`src/rtl/admm_pkg.sv`:
```
// Shared types and helpers for the ADMM iteration scheduler: FSM state encoding,
// compute-stage identifiers and port-width helpers.
package admm_pkg;

  typedef enum logic [3:0] {
    IDLE,
    P_GO,
    P_WAIT,
    S_GO,
    S_WAIT,
    D_GO,
    D_WAIT,
    R_GO,
    R_WAIT,
    CHECK,
    DONE
  } admm_state_t;

  localparam logic [1:0] STG_PRIMAL = 2'd0;
  localparam logic [1:0] STG_SLACK  = 2'd1;
  localparam logic [1:0] STG_DUAL   = 2'd2;
  localparam logic [1:0] STG_RES    = 2'd3;

  // A single-knot horizon still needs a one-bit index.
  function automatic int knot_w(input int horizon);
    return (horizon > 1) ? $clog2(horizon) : 1;
  endfunction

  function automatic int iter_w(input int max_iter);
    return (max_iter > 0) ? $clog2(max_iter + 1) : 1;
  endfunction

endpackage

```
`src/rtl/admm_sequencer_if.sv`:
```
// Handshake bundle between the ADMM scheduler (master) and the compute units
// plus solve control (slave).
interface admm_sequencer_if
  import admm_pkg::*;
#(
  parameter int HORIZON  = 10,
  parameter int MAX_ITER = 100,
  parameter int W        = 16
);

  localparam int KW = knot_w(HORIZON);
  localparam int IW = iter_w(MAX_ITER);

  logic                solve_start;
  logic                abort;
  logic signed [W-1:0] tol_pri;
  logic signed [W-1:0] tol_dual;
  logic                primal_start;
  logic                primal_done;
  logic                slack_start;
  logic                slack_done;
  logic                dual_start;
  logic                dual_done;
  logic                res_start;
  logic                res_done;
  logic signed [W-1:0] pri_res;
  logic signed [W-1:0] dual_res;
  logic [KW-1:0]       knot_idx;
  logic                busy;
  logic                solve_done;
  logic                converged;
  logic [IW-1:0]       iter_count;

  modport master (
    input  solve_start, abort, tol_pri, tol_dual,
    input  primal_done, slack_done, dual_done, res_done, pri_res, dual_res,
    output primal_start, slack_start, dual_start, res_start,
    output knot_idx, busy, solve_done, converged, iter_count
  );

  modport slave (
    output solve_start, abort, tol_pri, tol_dual,
    output primal_done, slack_done, dual_done, res_done, pri_res, dual_res,
    input  primal_start, slack_start, dual_start, res_start,
    input  knot_idx, busy, solve_done, converged, iter_count
  );

endinterface

```
`src/rtl/admm_knot_counter.sv`:
```
// Knot index walker shared by the slack and dual phases; wraps to zero after
// the last knot so the next phase starts at knot 0 without an extra clear.
module admm_knot_counter
  import admm_pkg::*;
#(
  parameter int HORIZON = 10,
  parameter int KW      = knot_w(HORIZON)
) (
  input  logic          clk,
  input  logic          reset,
  input  logic          clear,
  input  logic          inc,
  output logic [KW-1:0] count,
  output logic          last
);

  logic [KW-1:0] count_q;

  assign last  = (count_q == KW'(HORIZON - 1));
  assign count = count_q;

  always_ff @(posedge clk) begin
    if (reset) begin
      count_q <= '0;
    end else if (clear) begin
      count_q <= '0;
    end else if (inc) begin
      count_q <= last ? '0 : count_q + KW'(1);
    end
  end

endmodule

```
`src/rtl/admm_sequencer.sv`:
```
// ADMM iteration scheduler: pulses primal, per-knot slack, per-knot dual and
// residual units in turn, then checks residuals against tolerances.
module admm_sequencer
  import admm_pkg::*;
#(
  parameter int HORIZON  = 10,
  parameter int MAX_ITER = 100,
  parameter int W        = 16
) (
  input logic               clk,
  input logic               reset,
  admm_sequencer_if.master  bus
);

  localparam int KW = knot_w(HORIZON);
  localparam int IW = iter_w(MAX_ITER);

  admm_state_t         state_q, state_d;
  logic signed [W-1:0] pri_res_q, dual_res_q;
  logic [IW-1:0]       iter_q, iter_plus;
  logic                conv_q;
  logic [KW-1:0]       knot_q;
  logic                knot_clear, knot_inc, knot_last;
  logic                iter_clear, iter_inc, conv_set, res_load;
  logic                go;
  logic [1:0]          stage;
  logic                conv_now, iter_last;
  logic                abortable;

  admm_knot_counter #(.HORIZON(HORIZON), .KW(KW)) u_knot (
    .clk   (clk),
    .reset (reset),
    .clear (knot_clear),
    .inc   (knot_inc),
    .count (knot_q),
    .last  (knot_last)
  );

  assign iter_plus = iter_q + IW'(1);
  assign iter_last = (iter_plus == IW'(MAX_ITER));
  // Signed compare: negative residuals always satisfy a non-negative tolerance.
  assign conv_now  = (pri_res_q <= bus.tol_pri) && (dual_res_q <= bus.tol_dual);
  assign abortable = (state_q != IDLE) && (state_q != DONE);

  always_comb begin
    state_d    = state_q;
    knot_clear = 1'b0;
    knot_inc   = 1'b0;
    iter_clear = 1'b0;
    iter_inc   = 1'b0;
    conv_set   = 1'b0;
    res_load   = 1'b0;
    go         = 1'b0;
    stage      = STG_PRIMAL;
    unique case (state_q)
      IDLE: if (bus.solve_start) begin
        state_d    = P_GO;
        knot_clear = 1'b1;
        iter_clear = 1'b1;
      end
      P_GO: begin
        go      = 1'b1;
        stage   = STG_PRIMAL;
        state_d = P_WAIT;
      end
      P_WAIT: if (bus.primal_done) begin
        state_d    = S_GO;
        knot_clear = 1'b1;
      end
      S_GO: begin
        go      = 1'b1;
        stage   = STG_SLACK;
        state_d = S_WAIT;
      end
      S_WAIT: if (bus.slack_done) begin
        knot_inc = 1'b1;
        state_d  = knot_last ? D_GO : S_GO;
      end
      D_GO: begin
        go      = 1'b1;
        stage   = STG_DUAL;
        state_d = D_WAIT;
      end
      D_WAIT: if (bus.dual_done) begin
        knot_inc = 1'b1;
        state_d  = knot_last ? R_GO : D_GO;
      end
      R_GO: begin
        go      = 1'b1;
        stage   = STG_RES;
        state_d = R_WAIT;
      end
      R_WAIT: if (bus.res_done) begin
        res_load = 1'b1;
        state_d  = CHECK;
      end
      CHECK: begin
        iter_inc = 1'b1;
        if (conv_now) begin
          conv_set = 1'b1;
          state_d  = DONE;
        end else if (iter_last) begin
          state_d = DONE;
        end else begin
          state_d = P_GO;
        end
      end
      DONE:    state_d = IDLE;
      default: state_d = IDLE;
    endcase
    // Abort overrides any handshake or check outcome in the same cycle.
    if (bus.abort && abortable) begin
      state_d  = DONE;
      knot_inc = 1'b0;
      iter_inc = 1'b0;
      conv_set = 1'b0;
      res_load = 1'b0;
    end
  end

  always_ff @(posedge clk) begin
    if (reset) begin
      state_q    <= IDLE;
      iter_q     <= '0;
      conv_q     <= 1'b0;
      pri_res_q  <= '0;
      dual_res_q <= '0;
    end else begin
      state_q <= state_d;
      if (iter_clear) begin
        iter_q <= '0;
        conv_q <= 1'b0;
      end else begin
        if (iter_inc) iter_q <= iter_plus;
        if (conv_set) conv_q <= 1'b1;
      end
      if (res_load) begin
        pri_res_q  <= bus.pri_res;
        dual_res_q <= bus.dual_res;
      end
    end
  end

  assign bus.primal_start = go && (stage == STG_PRIMAL);
  assign bus.slack_start  = go && (stage == STG_SLACK);
  assign bus.dual_start   = go && (stage == STG_DUAL);
  assign bus.res_start    = go && (stage == STG_RES);
  assign bus.knot_idx     = knot_q;
  assign bus.busy         = (state_q != IDLE);
  assign bus.solve_done   = (state_q == DONE);
  assign bus.converged    = conv_q;
  assign bus.iter_count   = iter_q;

endmodule

```
`src/flat_wrapper.sv`:
```
// flat-port wrapper written by rule: the top's interface ports become plain ports
module admm_sequencer_flat import admm_pkg::*;
#(
  parameter int HORIZON  = 10,
  parameter int MAX_ITER = 100,
  parameter int W        = 16
)
  (clk, reset, bus_solve_start, bus_abort, bus_tol_pri, bus_tol_dual, bus_primal_done, bus_slack_done, bus_dual_done, bus_res_done, bus_pri_res, bus_dual_res, bus_primal_start, bus_slack_start, bus_dual_start, bus_res_start, bus_knot_idx, bus_busy, bus_solve_done, bus_converged, bus_iter_count);
  admm_sequencer_if #(.HORIZON(HORIZON), .MAX_ITER(MAX_ITER), .W(W)) bus_i ();
  input logic clk;
  input logic reset;
  input wire logic [$bits(bus_i.solve_start)-1:0] bus_solve_start;
  input wire logic [$bits(bus_i.abort)-1:0] bus_abort;
  input wire logic [$bits(bus_i.tol_pri)-1:0] bus_tol_pri;
  input wire logic [$bits(bus_i.tol_dual)-1:0] bus_tol_dual;
  input wire logic [$bits(bus_i.primal_done)-1:0] bus_primal_done;
  input wire logic [$bits(bus_i.slack_done)-1:0] bus_slack_done;
  input wire logic [$bits(bus_i.dual_done)-1:0] bus_dual_done;
  input wire logic [$bits(bus_i.res_done)-1:0] bus_res_done;
  input wire logic [$bits(bus_i.pri_res)-1:0] bus_pri_res;
  input wire logic [$bits(bus_i.dual_res)-1:0] bus_dual_res;
  output wire logic [$bits(bus_i.primal_start)-1:0] bus_primal_start;
  output wire logic [$bits(bus_i.slack_start)-1:0] bus_slack_start;
  output wire logic [$bits(bus_i.dual_start)-1:0] bus_dual_start;
  output wire logic [$bits(bus_i.res_start)-1:0] bus_res_start;
  output wire logic [$bits(bus_i.knot_idx)-1:0] bus_knot_idx;
  output wire logic [$bits(bus_i.busy)-1:0] bus_busy;
  output wire logic [$bits(bus_i.solve_done)-1:0] bus_solve_done;
  output wire logic [$bits(bus_i.converged)-1:0] bus_converged;
  output wire logic [$bits(bus_i.iter_count)-1:0] bus_iter_count;
  assign bus_i.solve_start = bus_solve_start;
  assign bus_i.abort = bus_abort;
  assign bus_i.tol_pri = bus_tol_pri;
  assign bus_i.tol_dual = bus_tol_dual;
  assign bus_i.primal_done = bus_primal_done;
  assign bus_i.slack_done = bus_slack_done;
  assign bus_i.dual_done = bus_dual_done;
  assign bus_i.res_done = bus_res_done;
  assign bus_i.pri_res = bus_pri_res;
  assign bus_i.dual_res = bus_dual_res;
  assign bus_primal_start = bus_i.primal_start;
  assign bus_slack_start = bus_i.slack_start;
  assign bus_dual_start = bus_i.dual_start;
  assign bus_res_start = bus_i.res_start;
  assign bus_knot_idx = bus_i.knot_idx;
  assign bus_busy = bus_i.busy;
  assign bus_solve_done = bus_i.solve_done;
  assign bus_converged = bus_i.converged;
  assign bus_iter_count = bus_i.iter_count;
  admm_sequencer #(.HORIZON(HORIZON), .MAX_ITER(MAX_ITER), .W(W)) u_core (.clk(clk), .reset(reset), .bus(bus_i));
endmodule
```
`config.mk`:
```
export PLATFORM = sky130hd
export DESIGN_NAME = admm_sequencer_flat
export DESIGN_NICKNAME = d
export VERILOG_FILES = /design/src/rtl/admm_pkg.sv /design/src/rtl/admm_sequencer_if.sv /design/src/rtl/admm_knot_counter.sv /design/src/rtl/admm_sequencer.sv /design/src/flat_wrapper.sv
export SDC_FILE = /design/constraint.sdc
export NUM_CORES = 1
export LEC_CHECK = 0
export CAP_MARGIN = 20
export CORE_ASPECT_RATIO = 1.1
export CORE_MARGIN = 4
export CORE_UTILIZATION = 40
export DETAILED_ROUTE_END_ITERATION = 10
export DONT_BUFFER_PORTS = 1
export SETUP_SLACK_MARGIN = 0.15
export SYNTH_ARGS = -nofsm -noshare
export SYNTH_HDL_FRONTEND = slang
export SYNTH_SLANG_ARGS = --single-unit
```
`constraint.sdc`:
```
create_clock -name clk -period 2.4 [get_ports clk]
set_input_delay 0.6 -clock clk [delete_from_list [all_inputs] [get_ports clk]]
set_output_delay 0.6 -clock clk [all_outputs]
set_load 0.02 [all_outputs]
```
Word-level counts from Yosys, hierarchy flattened
Cells that the tools add are included.
- reduce and logical (&&, ||, !) cells: 16
- equal/unequal tests: 26
- multiplexer cells: 30
- add/sub/neg operators: 2
- magnitude comparators: 2
- operators by type and width (operator ; number):
    4-bit case mux with 10 select lines ; 1
    4-bit 2-to-1 mux ; 9
    16-bit <= comparator ; 2
    4-bit by 3-bit equality test with 1-bit output, second input constant ; 4
    4-bit equality test, second input constant ; 4
    1-bit 2-to-1 mux ; 15
    3-bit by 2-bit != test with 1-bit output, second input constant ; 5
    2-bit != test, second input constant ; 5
    5-bit AND reduction ; 2
    4-bit by 2-bit equality test with 1-bit output, second input constant ; 2
    7-bit by 1-bit adder with 7-bit output, second input constant ; 1
    7-bit equality test, second input constant ; 1
    1-bit logical AND ; 7
    2-bit case mux with 3 select lines ; 1
    2-bit OR reduction ; 3
    4-bit by 1-bit adder with 4-bit output, second input constant ; 1
    2-bit equality test, second input constant ; 2
    4-bit by 1-bit equality test with 1-bit output, second input constant ; 1
    4-bit logical NOT ; 1
    4-bit != test, second input constant ; 1
    1-bit case mux with 2 select lines ; 2
    4-bit nonzero test ; 1
    4-bit OR reduction ; 1
    3-bit 2-to-1 mux ; 1
    3 further kinds ; 3
- output and inout bits: 18
- word-level logic and storage cells: 83
- input bits: 72
- register bits: 48

Longest topological paths before layout
Gate-level depths: netlist (run 1).
- depth in word-level cells: 6
- gate-level depth with buffers: 9
- gate-level depth less buffers: 8

By module
Synthesis (run 1) repeated with hierarchy kept, for this count alone.
- cell total of the unflattened synthesis: 382
- area, all modules: 2954.1 um2
- modules (own cells, without submodules) (module ; sequential area each (um2) ; area each (um2) ; cells each ; times used):
    admm_sequencer ; 880.8 ; 2755.1 ; 361 ; 1
    admm_knot_counter ; 80.1 ; 198.9 ; 21 ; 1

Worst setup path after synthesis (run 1)
No wires, ideal clock.
- path kind: input port to flip-flop
- from: input port bus_tol_pri[13]
- to: register u_core.state_q[0]
- data required time: 2278 ps
- buffers on the path: 0
- setup time: 122 ps
- data arrival time: 2014 ps
- cell stages on the path: 8
- setup slack: 264 ps
- cell sequence: inv_1 > ha_1 > a21o_1 > a2111o_1 > a221oi_2 > a21boi_2 > o21ai_2 > o21ai_1
- word-level cells in the longest chain between the ends: 4
- ends and longest elaborated chain (what ; RTL line ; RTL):
    start: declaration ; flat_wrapper.sv:14 ; input wire logic [$bits(bus_i.tol_pri)-1:0] bus_tol_pri;
    16-bit <= comparator ; admm_sequencer.sv:42 ; assign conv_now = (pri_res_q <= bus.tol_pri) && (dual_res_q <= bus.tol_dual);
    1-bit logical AND ; admm_sequencer.sv:42 ;
    4-bit 2-to-1 mux ; admm_sequencer.sv:99 ; if (conv_now) begin
    4-bit case mux with 10 select lines ; admm_sequencer.sv:55 ; unique case (state_q)
    end signal: assignment ; admm_sequencer.sv:129 ; state_q <= state_d;
    end: declaration ; admm_sequencer.sv:18 ; admm_state_t state_q, state_d;
Every way passes these cells.
A chain may end at the register's enable or synchronous reset.

Worst setup path in the final report (run 1)
- from: register u_core.state_q[0]
- to: output port bus_primal_start
- word-level cells in the longest chain between the ends: 4
- elaborated cells on any way between the ends: 9
- classes of those cells: eq/ne (4); mux (2); reduce/logical (3)
- ends and longest elaborated chain (what ; RTL line ; RTL):
    4-bit by 3-bit equality test with 1-bit output (tied with other cells) ; admm_sequencer.sv:55 ;
    2-bit case mux with 3 select lines or 4-bit OR reduction (tied branches) ; n/a ;
    2-bit logical NOT or 1-bit 2-to-1 mux (tied branches) ; admm_sequencer.sv:144, admm_sequencer.sv:55 ;
    1-bit logical AND * ; admm_sequencer.sv:144 ; assign bus.primal_start = go && (stage == STG_PRIMAL);
    end: declaration ; flat_wrapper.sv:22 ; output wire logic [$bits(bus_i.primal_start)-1:0] bus_primal_start;
Every way passes the cells marked *; elsewhere a longest branch is shown, timed or not.

==> results.cfg, run 1 <==
[logic_synthesis]
ys_seq_area_share_pct = 32.0
synthCells = 387
synth_ff_type = dfxtp_1
syn-num-nets = 493
async_flop_share_pct = 0
ys_seq_elements = 48
synth_edf_count = 0
synth_warnings = 0
syn_area_um2 = 3010
ys_types = 54
avgSynthCellArea_um2 = 7.77

[worst_hold_path]
hold_path_class = in -> reg

[worst_setup_path]
startpoint_type = flop
crit_type = reg -> out
crit_chain = nand2b_1 -> nor3_1 -> buf_4
critPathLaunch = u_core.state_q[0]$_SDFFE_PP0P_
slowest_delay_ns = 0.53
crit_path_end_kind = primary output
r2r_slack_ns = 0.45
worstSetupEndpoint = bus_primal_start
required_ns = 1.80
r2r_start = u_core.dual_res_q[15]$_SDFFE_PP0P_
crit_fanout = 11
r2r_cells = 7
cp_data_arrival_time_ns = 1.49
critPathSlowestCell = dfxtp_1
reg2reg_to = u_core.state_q[3]$_SDFFE_PP0P_

[sta]
slew_violations = 0
setup_tns_ns = 0
max_slew_margin_pct = 65.2
worst_slew_pin_slew_ns = 0.508
setup_viol = 0
max_freq_ghz = 0.479
period_share_pct = 87.0
finalCriticalPeriod_ns = 2.09
fin_skew_ns = 0.00502
hold_violations = 0
rsz0062_at_grt = no

[die]
core-area_um2 = 7170
dieHeight_um = 98.9
die_x_um = 90.6
ioPinCount = 90
dieArea_um2 = 8970
fp-row-count = 32
initial_core_util_pct = 41.9

[placed_design]
gp_congestion = 0.853
io_buffers = 0
hpwl_um = 5230

[clock_tree]
clk_pin_slew_ns = 0.09
cts_root_buf = clkbuf_8
cts_resized = 0
hold_buffers = 0
post_cts_buffers = 0
clock_latency_ns = 0.29
clock_sinks = 48
cts_tree = built
cts_buffers = 5
cts_buffer_depth = 2
cts_max_level = 2

[route]
num_vias = 2519
ant_nets = 0
wl_per_cell_um = 14.2
dr.first_iter.drc_count = 69
viasPerCell = 5.37
drtPass1Iterations = 4
drt-total-wl_um = 6680
drc_errors = 0

[final_layout]
nNetsFinal = 489
syn2layout_area_growth_pct = 4.83
final_cell_mix = nand2_1, dfxtp_1, a21oi_1
drive_above_1_share_pct = 6.51
fillers = 743
mostFrequentLayoutCell = nand2_1
antenna_cells = 0
final_core_util_pct = 44.0

[global_route]
grt_pass1_vias = 2524
grt-ovfl-total = 0
antenna_found_initial = 0
grt_usage_pct = 15.2
grt_pass1_wl_um = 11300
grt_start_max_net_pins = 39

[power_and_ir_drop]
ir_worst_vdd_uv = 229
power_density_nw_per_um2 = 603
power.leakage_nw = 1.38

[run]
drv_cap = 0

[outcome]
outcome = finished, final reports clean
## per-stage QoR
step / total power, mW / hold slack (ns) / cells / instance area [um2] / setup WS (ns)
after floorplan: 1.34 / 0.436 / 387 / 3010 / 0.264
after global placement: 1.43 / 0.439 / 461 / 3060 / 0.176
after detailed placement: 1.43 / 0.446 / 461 / 3060 / 0.130
after CTS: 1.93 / 0.357 / 469 / 3150 / 0.285
after global routing: 2.04 / 0.342 / 469 / 3150 / 0.173
final: 1.90 / 0.379 / 469 / 3150 / 0.313
## cell type report
| type | count | area, um2 | area share [%] |
|---|---|---|---|
| clock buffer | 8 | 90.1 | 2.86 |
| inverter | 40 | 150 | 4.77 |
| multi-input combinational | 282 | 1800 | 57.1 |
| sequential | 48 | 961 | 30.5 |
| tap | 85 | 106 | 3.38 |
| timing repair buffer | 6 | 45.0 | 1.43 |
## routing by layer
metal | part of all wire, % | track usage (%) | up-vias
li1 | - | - | 1296
met1 | 46 | 17.9 | 1146
met2 | 48 | 26.8 | 73
met3 | 6.0 | 4.81 | 4
met4 | 0.54 | 3.77 | 0
met5 | 0 | 0 | -
## critical path, delay by kind of cell (launching register included)
family	cells	cell delay (ns)
buffers and inverters	1	0.18
DFF	1	0.53
and+or+nand+nor	2	0.47
## synth_stat cells, types with 3 or more instances
library cell | instances | area (um2)
nand2_1 | 82 | 308
dfxtp_1 | 48 | 961
a21oi_1 | 46 | 230
inv_1 | 38 | 143
ha_1 | 34 | 425
nor2_1 | 24 | 90.1
o21ai_0 | 11 | 55.1
clkbuf_1 | 10 | 37.5
nand3_1 | 7 | 35.0
xor2_1 | 7 | 61.3
nand4_1 | 6 | 37.5
nor3_1 | 6 | 30.0
a21o_1 | 4 | 30.0
o21ai_1 | 4 | 20.0
buf_6 | 3 | 33.8
mux2i_1 | 3 | 30.0
nand2b_1 | 3 | 18.8
nor2b_1 | 3 | 18.8
xnor2_1 | 3 | 26.3
## state kept, by name (all words and copies together) (netlist names)
signal,count
u_core.dual_res_q,16
u_core.pri_res_q,16
u_core.bus.iter_count,7
u_core.state_q,4
u_core.u_knot.count,4
u_core.bus.converged,1
## report_power, final
part | leakage [nW] | total (mW) | switching, mW | internal [mW]
registers | 0.387 | 0.913 | 0.0741 | 0.839
logic | 0.950 | 0.495 | 0.302 | 0.193
clock network | 0.0455 | 0.490 | 0.255 | 0.235
## cell families (layout without fill, tap and decap cells)
kind of cell / after synthesis / in the layout / synth area share, %
fa+ha+maj: 34 / 34 / 14.2
buf+inv: 57 / 54 / 8.20
xor+xnor: 10 / 10 / 2.91
mux: 4 / 4 / 1.37
flops: 48 / 48 / 32.0
compound gates: 85 / 85 / 17.4
simple gates: 149 / 149 / 24.0
## worst min-delay path by stage
stage                     cells past startpoint  slack (ns)                               from                                 to
final                                         1        0.38                              reset   u_core.pri_res_q[1]$_SDFFE_PP0P_
after global routing                          1        0.34                              reset   u_core.pri_res_q[7]$_SDFFE_PP0P_
after CTS                                     1        0.36                              reset   u_core.pri_res_q[8]$_SDFFE_PP0P_
after detailed placement                      2        0.45  u_core.dual_res_q[0]$_SDFFE_PP0P_  u_core.dual_res_q[0]$_SDFFE_PP0P_
after global placement                        2        0.44  u_core.dual_res_q[0]$_SDFFE_PP0P_  u_core.dual_res_q[0]$_SDFFE_PP0P_
after floorplan                               2        0.44  u_core.dual_res_q[0]$_SDFFE_PP0P_  u_core.dual_res_q[0]$_SDFFE_PP0P_
Power figures use the tool's default switching activity.
==> inputs of run 2 (changes only) <==
Settings changed: CORE_UTILIZATION 40 to 30.
==> results.cfg, run 2 (synthesized netlist as in run 1, its figures left out) <==
[die]
dieHeight_um = 113
fp-row-count = 38
ioPinCount = 90
dieArea_um2 = 11700
die_x_um = 103
initial_core_util_pct = 30.5
core-area_um2 = 9840

[clock_tree]
cts_buffers = 5
cts_max_level = 2
clock_latency_ns = 0.30
hold_buffers = 0
clk_pin_slew_ns = 0.09
cts_buffer_depth = 2
post_cts_buffers = 0
cts_tree = built
cts_root_buf = clkbuf_8
cts_resized = 0
clock_sinks = 48

[final_layout]
final_cell_mix = nand2_1, dfxtp_1, a21oi_1
final_cells = 503
mostFrequentLayoutCell = nand2_1
drive_above_1_share_pct = 6.79
fillers = 1049
antenna_cells = 0
syn2layout_area_growth_pct = 6.08
nNetsFinal = 489

[sta]
max_slew_margin_pct = 60.0
finalCriticalPeriod_ns = 2.09
setup_ws_ns = 0.313
period_share_pct = 87.0
setup_viol = 0
rsz0062_at_grt = no
worst_slew_pin_slew_ns = 0.594
max_freq_ghz = 0.479
setup_tns_ns = 0
hold_violations = 0
slew_violations = 0
fin_skew_ns = 0.00710

[placed_design]
gp_congestion = 0.883
dp.cells = 496
hpwl_um = 5480
dpl_worst_slack_ns = 0.0487
io_buffers = 0

[power_and_ir_drop]
power_density_nw_per_um2 = 590
power.leakage_nw = 1.38
p_total_mw = 1.88
ir_worst_vdd_uv = 203

[global_route]
grt-ovfl-total = 0
grt_start_max_net_pins = 39
grt_pass1_vias = 2545
antenna_found_initial = 0
grt_usage_pct = 12.5
grt_pass1_wl_um = 11700

[route]
viasPerCell = 5.04
ant_nets = 0
wl_per_cell_um = 14.4
dr.first_iter.drc_count = 79
drtPass1Iterations = 4
drc_errors = 0
num_vias = 2536
drt-total-wl_um = 7220

[worst_setup_path]
crit_fanout = 11
path_delay_family = simple AND/OR/NAND/NOR gates
required_ns = 1.80
crit_type = reg -> out
critical_path_buf_inv_count = 0
cp_data_arrival_time_ns = 1.49
slowest_delay_ns = 0.55
crit_chain = nand2b_1 -> nor2_1
startpoint_type = flop
critPathSlowestCell = dfxtp_1
crit_path_end_kind = primary output

[run]
drv_cap = 0

[worst_hold_path]
hold_path_class = in -> reg

[outcome]
outcome = finished, final reports clean
-- run 2: layout make-up --
| class | count | area (um2) | area share [%] |
|---|---|---|---|
| clock buffers | 6 | 72.6 | 2.28 |
| clock inverters | 1 | 5.00 | 0.157 |
| inverters | 40 | 150 | 4.71 |
| multi-input cells | 282 | 1800 | 56.6 |
| flip-flops and latches | 48 | 961 | 30.1 |
| well taps | 120 | 150 | 4.71 |
| repair buffers | 6 | 45.0 | 1.41 |
-- run 2: path summary, 6_finish.rpt --
check	start	to	slack, ns	depth (start not counted)
setup / recovery	u_core.state_q[0]$_SDFFE_PP0P_	bus_slack_start	0.31	2
setup reg to reg	u_core.pri_res_q[15]$_SDFFE_PP0P_	u_core.state_q[1]$_SDFFE_PP0P_	0.40	7
hold reg to reg	u_core.dual_res_q[0]$_SDFFE_PP0P_	u_core.dual_res_q[0]$_SDFFE_PP0P_	0.46	2
hold / removal	reset	u_core.dual_res_q[12]$_SDFFE_PP0P_	0.38	1
-- run 2: per-layer routing --
metal / up-vias / wire (um) / share of wire (%) / GRT usage [%]
met4: 0 / 99 / 1.4 / 3.28
met5: - / 0 / 0 / 0
li1: 1295 / - / - / -
met1: 1158 / 3160 / 44 / 15.6
met3: 9 / 398 / 5.5 / 2.84
met2: 74 / 3570 / 49 / 21.4
-- run 2: power by group --
| group | switching, mW | internal, mW |
|---|---|---|
| logic | 0.307 | 0.193 |
| registers | 0.0792 | 0.839 |
| clock network | 0.262 | 0.199 |
-- run 2: per-stage QoR --
stage	area [um2]	hold slack, ns	utilization, %
after floorplan	3010	0.436	-
after global placement	3100	0.441	31.5
after detailed placement	3100	0.444	31.5
after CTS	3180	0.353	32.3
after global routing	3190	0.343	32.4
final	3190	0.380	32.4
==> inputs of run 3 (changes only) <==
Settings changed: CORE_UTILIZATION 30 to 53, PLACE_DENSITY set to 0.68.
Clock period 2.4 ns to 2.11 ns, I/O delays scaled along.
==> results.cfg, run 3 (synthesized netlist as in run 1, its figures left out) <==
[clock_tree]
cts_tree = built
cts_buffer_depth = 2
cts_buffers = 5
cts_root_buf = clkbuf_8
clock_sinks = 48
clk_pin_slew_ns = 0.09
cts_max_level = 2
hold_buffers = 0
clock_latency_ns = 0.29

[sta]
max_slew_margin_pct = 62.6
setup_ws_ns = 0.211
setup_viol = 0
rsz0062_at_grt = yes
worst_slew_pin_slew_ns = 0.557
max_freq_ghz = 0.527
finalCriticalPeriod_ns = 1.90
period_share_pct = 90.0
slew_violations = 0
hold_violations = 0
whs_ns = 0.306
fin_skew_ns = 0.00746

[placed_design]
io_buffers = 0
gp_congestion = 0.818
dpl_worst_slack_ns = -0.0341
hpwl_um = 5020

[final_layout]
final_core_util_pct = 60.7
nNetsFinal = 497
drive_above_1_share_pct = 11.7
syn2layout_area_growth_pct = 9.66
final_cell_mix = nand2_1, a21oi_1, dfxtp_1
mostFrequentLayoutCell = nand2_1
antenna_cells = 0

[global_route]
grt_pass1_wl_um = 10800
antenna_found_initial = 0
grt_start_max_net_pins = 39
grt_pass1_vias = 2499
grt-ovfl-total = 0
grt_usage_pct = 19.3

[die]
dieHeight_um = 87.0
core-area_um2 = 5430
fp-row-count = 28
ioPinCount = 90
dieArea_um2 = 6940
initial_core_util_pct = 55.3
die_x_um = 79.8

[route]
drt-total-wl_um = 6500
num_vias = 2547
wl_per_cell_um = 13.9
drc_errors = 0
dr.first_iter.drc_count = 89
viasPerCell = 5.45
drtPass1Iterations = 7
ant_nets = 0

[power_and_ir_drop]
ir_worst_vdd_uv = 277
power.leakage_nw = 1.42
p_total_mw = 2.19
power_density_nw_per_um2 = 664

[worst_setup_path]
startpoint_type = flop
crit_type = reg -> out
crit_path_end_kind = primary output
required_ns = 1.58
crit_fanout = 11
cp_data_arrival_time_ns = 1.37

[run]
drv_cap = 0

[outcome]
outcome = finished, final reports clean

[worst_hold_path]
hold_path_class = in -> reg
## run 3: cell types whose count changed in the layout (fill, tap and decap cells not counted), sizes merged
cell / previous run / this run
clkinv: 1 / 0
clkbuf: 6 / 8
buf: 6 / 14
## run 3: critical path, stage by stage, from the launching register on
cell and delay, ns:
dfxtp_1 0.56, nand2b_1 0.23, nor2_2 0.29
## run 3: per-stage QoR
stage	area, um2	setup TNS [ns]	cells
after global routing	3300	0	467
after global placement	3130	0	458
after CTS	3220	0	466
final	3300	0	467
after floorplan	3020	0	387
after detailed placement	3130	-0.0659	458
## run 3: timing repair
item	4_1_cts	5_1_grt
gates resized for setup	3	8
pin swaps	0	3
endpoints found under the hold margin	0	0
cloned	0	0
buffers inserted	0	1
endpoints found under the setup margin	3	6
## run 3: area by class of cell
class,count,area (um2)
clock buffer,8,90.1
fill,527,2130
inverter,40,150
multi-input combinational,282,1880
sequential,48,966
tap,75,93.8
timing repair buffer,14,118
## run 3: power by group
group | total, mW | switching, mW | internal (mW)
clock | 0.556 | 0.288 | 0.268
sequential | 1.05 | 0.0888 | 0.956
combinational | 0.586 | 0.350 | 0.236
## run 3: final timing paths
path         slack, ns  cells after the start                         startpoint                           endpoint
max               0.21                      2     u_core.state_q[1]$_SDFFE_PP0P_                      bus_res_start
max reg2reg       0.25                      7   u_core.pri_res_q[9]$_SDFFE_PP0P_     u_core.state_q[1]$_SDFFE_PP0P_
min               0.31                      1                              reset   u_core.pri_res_q[7]$_SDFFE_PP0P_
min reg2reg       0.45                      2  u_core.dual_res_q[0]$_SDFFE_PP0P_  u_core.dual_res_q[0]$_SDFFE_PP0P_
## run 3: metal layers
metal | routed length, um | GRT usage (%) | share of wire [%]
met1 | 2800 | 21.8 | 43
met2 | 3230 | 34.6 | 50
met3 | 418 | 5.90 | 6.4
met4 | 59 | 5.99 | 0.91
met5 | 0 | 0 | 0
